**src/rtl/vga_timing_pkg.sv**
```systemverilog
// XGA 1024x768 raster timing constants and the delay-line stage layout shared by the VGA scan-out block.
// The TEST_PATTERN_EN colour-bar option is resolved in vga_scan_out; this package only supplies the bar colour helper.
package vga_timing_pkg;

    localparam int H_ACTIVE   = 1024;
    localparam int H_FP       = 24;
    localparam int H_SYNC     = 136;
    localparam int H_BP       = 160;
    localparam int H_TOTAL    = H_ACTIVE + H_FP + H_SYNC + H_BP;

    localparam int V_ACTIVE   = 768;
    localparam int V_FP       = 3;
    localparam int V_SYNC     = 6;
    localparam int V_BP       = 29;
    localparam int V_TOTAL    = V_ACTIVE + V_FP + V_SYNC + V_BP;

    // Sync pulses occupy [start, end) in raster coordinates.
    localparam int H_SYNC_START = H_ACTIVE + H_FP;
    localparam int H_SYNC_END   = H_SYNC_START + H_SYNC;
    localparam int V_SYNC_START = V_ACTIVE + V_FP;
    localparam int V_SYNC_END   = V_SYNC_START + V_SYNC;

    localparam int PIPE_DELAY = 4;

    typedef struct packed {
        logic hsync_n;
        logic vsync_n;
        logic blank;
    } dl_stage_t;

    localparam dl_stage_t DL_STAGE_IDLE = '{hsync_n: 1'b1, vsync_n: 1'b1, blank: 1'b1};

    // Bar index bit0 lights blue, bit1 green, bit2 red.
    function automatic logic [23:0] bar_colour(input logic [2:0] bar);
        return {{8{bar[2]}}, {8{bar[1]}}, {8{bar[0]}}};
    endfunction

endpackage

```
**src/rtl/sync_delay_line.sv**
```systemverilog
// Fixed-depth shift register that carries per-coordinate control bits alongside the draw pipeline.
// Every stage resets to RST_VAL so the output is a defined idle value until real data has walked through.
module sync_delay_line #(
    parameter int               WIDTH   = 3,
    parameter int               DEPTH   = 4,
    parameter logic [WIDTH-1:0] RST_VAL = '0
) (
    input  logic             clk,
    input  logic             reset_n,
    input  logic [WIDTH-1:0] d,
    output logic [WIDTH-1:0] q
);

    logic [WIDTH-1:0] stages [DEPTH];

    always_ff @(posedge clk or negedge reset_n) begin
        if (!reset_n) begin
            for (int i = 0; i < DEPTH; i++) begin
                stages[i] <= RST_VAL;
            end
        end else begin
            stages[0] <= d;
            for (int i = 1; i < DEPTH; i++) begin
                stages[i] <= stages[i-1];
            end
        end
    end

    assign q = stages[DEPTH-1];

endmodule

```
**src/rtl/vga_scan_out.sv**
```systemverilog
// Raster counter and DAC output stage: issues coordinates to the draw blocks and re-aligns syncs/blank to returned pixels.
// Optional macro TEST_PATTERN_EN replaces the pixel input with eight vertical colour bars from the delayed hcount[9:7].
module vga_scan_out #(
    parameter int H_ACTIVE   = vga_timing_pkg::H_ACTIVE,
    parameter int H_FP       = vga_timing_pkg::H_FP,
    parameter int H_SYNC     = vga_timing_pkg::H_SYNC,
    parameter int H_BP       = vga_timing_pkg::H_BP,
    parameter int V_ACTIVE   = vga_timing_pkg::V_ACTIVE,
    parameter int V_FP       = vga_timing_pkg::V_FP,
    parameter int V_SYNC     = vga_timing_pkg::V_SYNC,
    parameter int V_BP       = vga_timing_pkg::V_BP,
    parameter int PIPE_DELAY = vga_timing_pkg::PIPE_DELAY
) (
    input  logic        clk,
    input  logic        reset_n,
    output logic [10:0] hcount,
    output logic [9:0]  vcount,
    output logic        blank,
    input  logic [23:0] pixel,
    output logic        frame_tick,
    output logic [7:0]  vga_r,
    output logic [7:0]  vga_g,
    output logic [7:0]  vga_b,
    output logic        vga_hsync_n,
    output logic        vga_vsync_n,
    output logic        vga_blank_n
);
    import vga_timing_pkg::*;

    localparam logic [10:0] H_LAST = 11'(H_ACTIVE + H_FP + H_SYNC + H_BP - 1);
    localparam logic [10:0] H_ACT  = 11'(H_ACTIVE);
    localparam logic [10:0] HS_BEG = 11'(H_ACTIVE + H_FP);
    localparam logic [10:0] HS_END = 11'(H_ACTIVE + H_FP + H_SYNC);
    localparam logic [9:0]  V_LAST = 10'(V_ACTIVE + V_FP + V_SYNC + V_BP - 1);
    localparam logic [9:0]  V_ACT  = 10'(V_ACTIVE);
    localparam logic [9:0]  VS_BEG = 10'(V_ACTIVE + V_FP);
    localparam logic [9:0]  VS_END = 10'(V_ACTIVE + V_FP + V_SYNC);

`ifdef TEST_PATTERN_EN
    localparam int DL_W = $bits(dl_stage_t) + 3;
    localparam logic [DL_W-1:0] DL_RST = {3'b000, DL_STAGE_IDLE};
`else
    localparam int DL_W = $bits(dl_stage_t);
    localparam logic [DL_W-1:0] DL_RST = DL_STAGE_IDLE;
`endif

    logic [10:0]     h_nxt;
    logic [9:0]      v_nxt;
    dl_stage_t       stage_in;
    dl_stage_t       stage_out;
    logic [DL_W-1:0] dl_in;
    logic [DL_W-1:0] dl_out;
    logic [23:0]     colour;

    always_comb begin
        h_nxt = hcount + 11'd1;
        v_nxt = vcount;
        if (hcount == H_LAST) begin
            h_nxt = '0;
            v_nxt = (vcount == V_LAST) ? '0 : vcount + 10'd1;
        end
    end

    // blank and frame_tick come from the next coordinate so they switch on the same edge as the counters.
    always_ff @(posedge clk or negedge reset_n) begin
        if (!reset_n) begin
            hcount     <= '0;
            vcount     <= '0;
            blank      <= 1'b0;
            frame_tick <= 1'b0;
        end else begin
            hcount     <= h_nxt;
            vcount     <= v_nxt;
            blank      <= (h_nxt >= H_ACT) || (v_nxt >= V_ACT);
            frame_tick <= (h_nxt == 11'd0) && (v_nxt == V_ACT);
        end
    end

    always_comb begin
        stage_in.hsync_n = !((hcount >= HS_BEG) && (hcount < HS_END));
        stage_in.vsync_n = !((vcount >= VS_BEG) && (vcount < VS_END));
        stage_in.blank   = blank;
    end

`ifdef TEST_PATTERN_EN
    logic [2:0] bar_dly;
    logic       unused_pixel;

    assign dl_in               = {hcount[9:7], stage_in};
    assign {bar_dly, stage_out} = dl_out;
    assign colour              = bar_colour(bar_dly);
    assign unused_pixel        = ^pixel;
`else
    assign dl_in     = stage_in;
    assign stage_out = dl_out;
    assign colour    = pixel;
`endif

    sync_delay_line #(
        .WIDTH   (DL_W),
        .DEPTH   (PIPE_DELAY),
        .RST_VAL (DL_RST)
    ) u_sync_delay_line (
        .clk     (clk),
        .reset_n (reset_n),
        .d       (dl_in),
        .q       (dl_out)
    );

    // Async reset here is what kills a sync pulse in flight the moment reset_n falls.
    always_ff @(posedge clk or negedge reset_n) begin
        if (!reset_n) begin
            vga_r       <= '0;
            vga_g       <= '0;
            vga_b       <= '0;
            vga_hsync_n <= 1'b1;
            vga_vsync_n <= 1'b1;
            vga_blank_n <= 1'b0;
        end else begin
            {vga_r, vga_g, vga_b} <= stage_out.blank ? 24'h000000 : colour;
            vga_hsync_n           <= stage_out.hsync_n;
            vga_vsync_n           <= stage_out.vsync_n;
            vga_blank_n           <= !stage_out.blank;
        end
    end

endmodule

```
**config.mk**
```make
export PLATFORM = sky130hd
export DESIGN_NAME = vga_scan_out
export DESIGN_NICKNAME = d
export VERILOG_FILES = /design/src/rtl/vga_timing_pkg.sv /design/src/rtl/sync_delay_line.sv /design/src/rtl/vga_scan_out.sv
export SDC_FILE = /design/constraint.sdc
export NUM_CORES = 1
export LEC_CHECK = 0
export CAP_MARGIN = 20
export CORE_MARGIN = 2
export CORE_UTILIZATION = 51
export CTS_CLUSTER_SIZE = 25
export DETAILED_ROUTE_END_ITERATION = 16
export PLACE_DENSITY = 0.8
export SLEW_MARGIN = 0
export SYNTH_ARGS = -nofsm -noshare
export SYNTH_HDL_FRONTEND = slang
export SYNTH_SLANG_ARGS = --single-unit
```
**constraint.sdc**
```tcl
create_clock -name clk -period 7.6 [get_ports clk]
set_clock_uncertainty 0.1 [all_clocks]
set_input_delay 1.52 -clock clk [delete_from_list [all_inputs] [get_ports clk]]
set_output_delay 1.52 -clock clk [all_outputs]
set_load 0.02 [all_outputs]
```
==> out/qor.txt <==
CTS tree - built
DIE AREA - 5930 sq um
Post-DRT Antenna Nets - 0
core area - 5140 sq um
CTS max path bufs - 2
Worst path top cell family by delay - buffers and inverters
Synth Warn # - 0
global-route wire length before repair - 9790 um
diode count - 0
top post-synthesis cells by area - dfrtp_1, dfstp_2, nor2b_1
Num Clock Sinks - 62
initial antenna violation count - 0
Critical Path RT - 5980 ps
largest net degree at the start of global routing - 63
Post-CTS Setup Inserts - 0
Total GRT Usage - 0.215
maxcap violations - 0
die width - 77.0 um
status - finished clean
Root Buffer - clkbuf_8
post-synthesis instance total - 230
CP endpoint kind - primary output
Async S/R FF share, synth - 1.00
syn_nets - 261
Seq/Total Area, Yosys - 0.577
drc violations - 0
global route overflow - 0
FF-to-FF Start - hcount[0]
slew margin rel. - 0.501
hold_buf cts - 0
Worst Path Max Fanout - 11
post-route minimum period - 3230 ps
Cell Chain, Critical Path - clkdlybuf4s50_1
Hold Crit Depth - 0
post-synthesis register bit count - 62
Total Power - 698 uW
via count - 1975
drt first-iter violations - 116
Detailed Place HPWL - 3920 um
RD Place Congestion - 0.883
WHS Endpoint - u_sync_delay_line.stages[6]
Post-CTS Resized - 0
Setup TNS - 0 ps
fraction of layout cells with a size suffix above 1 - 0.140
drt pass-1 iters - 4
placed cells - 361
PortBufs - 75
max incr delay on CP - 710 ps
area of the mapped netlist - 2720 sq um
TritonCTS Buffers - 9
CP Class - flip-flop to primary output
vias in the first global route - 1911
pwr dens - 192 nW/um^2
Non-Filler Instances - 377
post-synth top area share - 0.442
crit start category - flip-flop
Worst Tran Pin Value - 748 ps
area leader, netlist - dfrtp_1
Clk pin slew, worst setup/hold paths - 60 ps
Layout Utilization - 0.708
final WL - 5750 um
Crit-path slowest cell - clkdlybuf4s50_1
initial core utilization - 0.529
Tcrit/Tclk final - 0.425
H-tree Lvls - 3
RSZ-0062 raised after global routing - false
FMAX - 0.310 GHz
Post-synth EDFFs - 0
Final Hold Viols - 0
Reg-to-Reg End - frame_tick
worst skew pair latency - 340 ps
Layout Nets - 333
Arrival @ worst endpoint - 1610 ps
final instance area - 3640 sq um
flop-to-flop setup slack - 4880 ps
FP Rows - 26
Critical path buffers and inverters - 1
Post-synth top cells - dfrtp_1, nor2b_1, nand2_1
worst r2r path cells - 7
Pleak - 0.00152 uW
placed cell areas - 3420 sq um
worst min-delay path class - flip-flop to flip-flop
Syn Area/Cell - 11.8 sq um
DR vias/cell - 5.24
Layout area overhead - 33.8%
hold_sp - u_sync_delay_line.stages[9]
drt wl/cell - 15.3 um
most frequent cell after synthesis - dfrtp_1
fin. max-slew vios - 0
Synth Flop Type - dfrtp_1
Final setup viols - 0
Die H - 77.0 um
VDD IR max - 0.123 mV
Ports - 76
Synth cell types - 46
==> cell type report <==
type / instances / area, sq um
repair buffers: 76 / 753
flip-flops and latches: 62 / 1570
fillers: 387 / 1500
well taps: 70 / 87.6
clock inverters: 4 / 70.1
multi-input cells: 146 / 988
inverters: 7 / 26.3
clock buffers: 12 / 145
==> logic make-up (layout without fill, tap and decap cells) <==
kind of cell | count (synthesis) | in the layout | synth area share
and+or+nand+nor | 95 | 95 | 0.209
DFF | 62 | 62 | 0.577
AOI/OAI and AO/OA | 28 | 28 | 0.0727
buffers and inverters | 22 | 99 | 0.0598
xor gates and xnor gates | 17 | 17 | 0.0547
adders and majority gates | 5 | 5 | 0.0230
muxes | 1 | 1 | 0.00414
==> worst reg2reg max path, stage by stage, from the launching register on <==
cell and delay [ps]:
dfrtp_1 430, ha_1 280, and3_4 260, nand4_2 300, nor3_2 300, xor2_1 100, or4b_4 560, a2111oi_4 280
==> cell usage in the layout, fill, tap and decap left out, types with 2 or more instances in the layout <==
cell type / count
nand3_1: 4
nand4b_1: 2
a21oi_1: 3
and3_2: 2
nand2_1: 21
xor2_1: 6
or3_1: 2
clkinv_2: 2
inv_1: 7
xnor2_1: 11
nor3_1: 5
clkdlybuf4s50_1: 74
ha_1: 5
a31oi_1: 2
bufinv_16: 2
dfrtp_1: 48
dfstp_2: 14
nor2_1: 9
nor3_2: 2
and3_1: 3
nor4_1: 2
o21ai_0: 12
nor2b_1: 27
clkbuf_8: 10
nand4_1: 6
clkbuf_1: 2
o31ai_1: 2
==> state kept, by name (all words and copies together) (netlist names) <==
register	flops
vga_g	8
blank	1
vcount	10
vga_vsync_n	1
vga_r	8
vga_b	8
hcount	11
vga_blank_n	1
u_sync_delay_line.q	3
u_sync_delay_line.stages	9
frame_tick	1
vga_hsync_n	1
==> per-layer routing <==
metal,GRT usage,vias to the layer above,share of wire
met5,0,-,0
met4,0.120,0,0.026
met3,0.0718,21,0.080
met2,0.314,101,0.46
met1,0.284,934,0.44
li1,-,919,-
==> power breakdown <==
part,internal [uW],switching (uW)
Clock,193,121
Sequential,337,1.76
Combinational,25.0,20.1
==> how the worst max path moves through the flow <==
stage                          from         end  slack (ps)  depth (start not counted)
after floorplan           hcount[0]  frame_tick        5020                          9
after global placement    vcount[4]   vcount[4]        4750                          1
after detailed placement  vcount[4]   vcount[4]        4730                          1
after CTS                 vcount[4]   vcount[4]        4350                          1
after global routing      vcount[4]   vcount[4]        4310                          1
final                     hcount[6]   hcount[6]        4370                          1
==> through the flow <==
| stage | hold slack, ps | worst slack [ps] |
|---|---|---|
| after global routing | 258 | 4310 |
| after CTS | 254 | 4350 |
| after detailed placement | 247 | 4730 |
| after floorplan | 245 | 5020 |
| after global placement | 246 | 4750 |
| final | 255 | 4370 |
No activity file was read; power rests on OpenSTA's default activity.
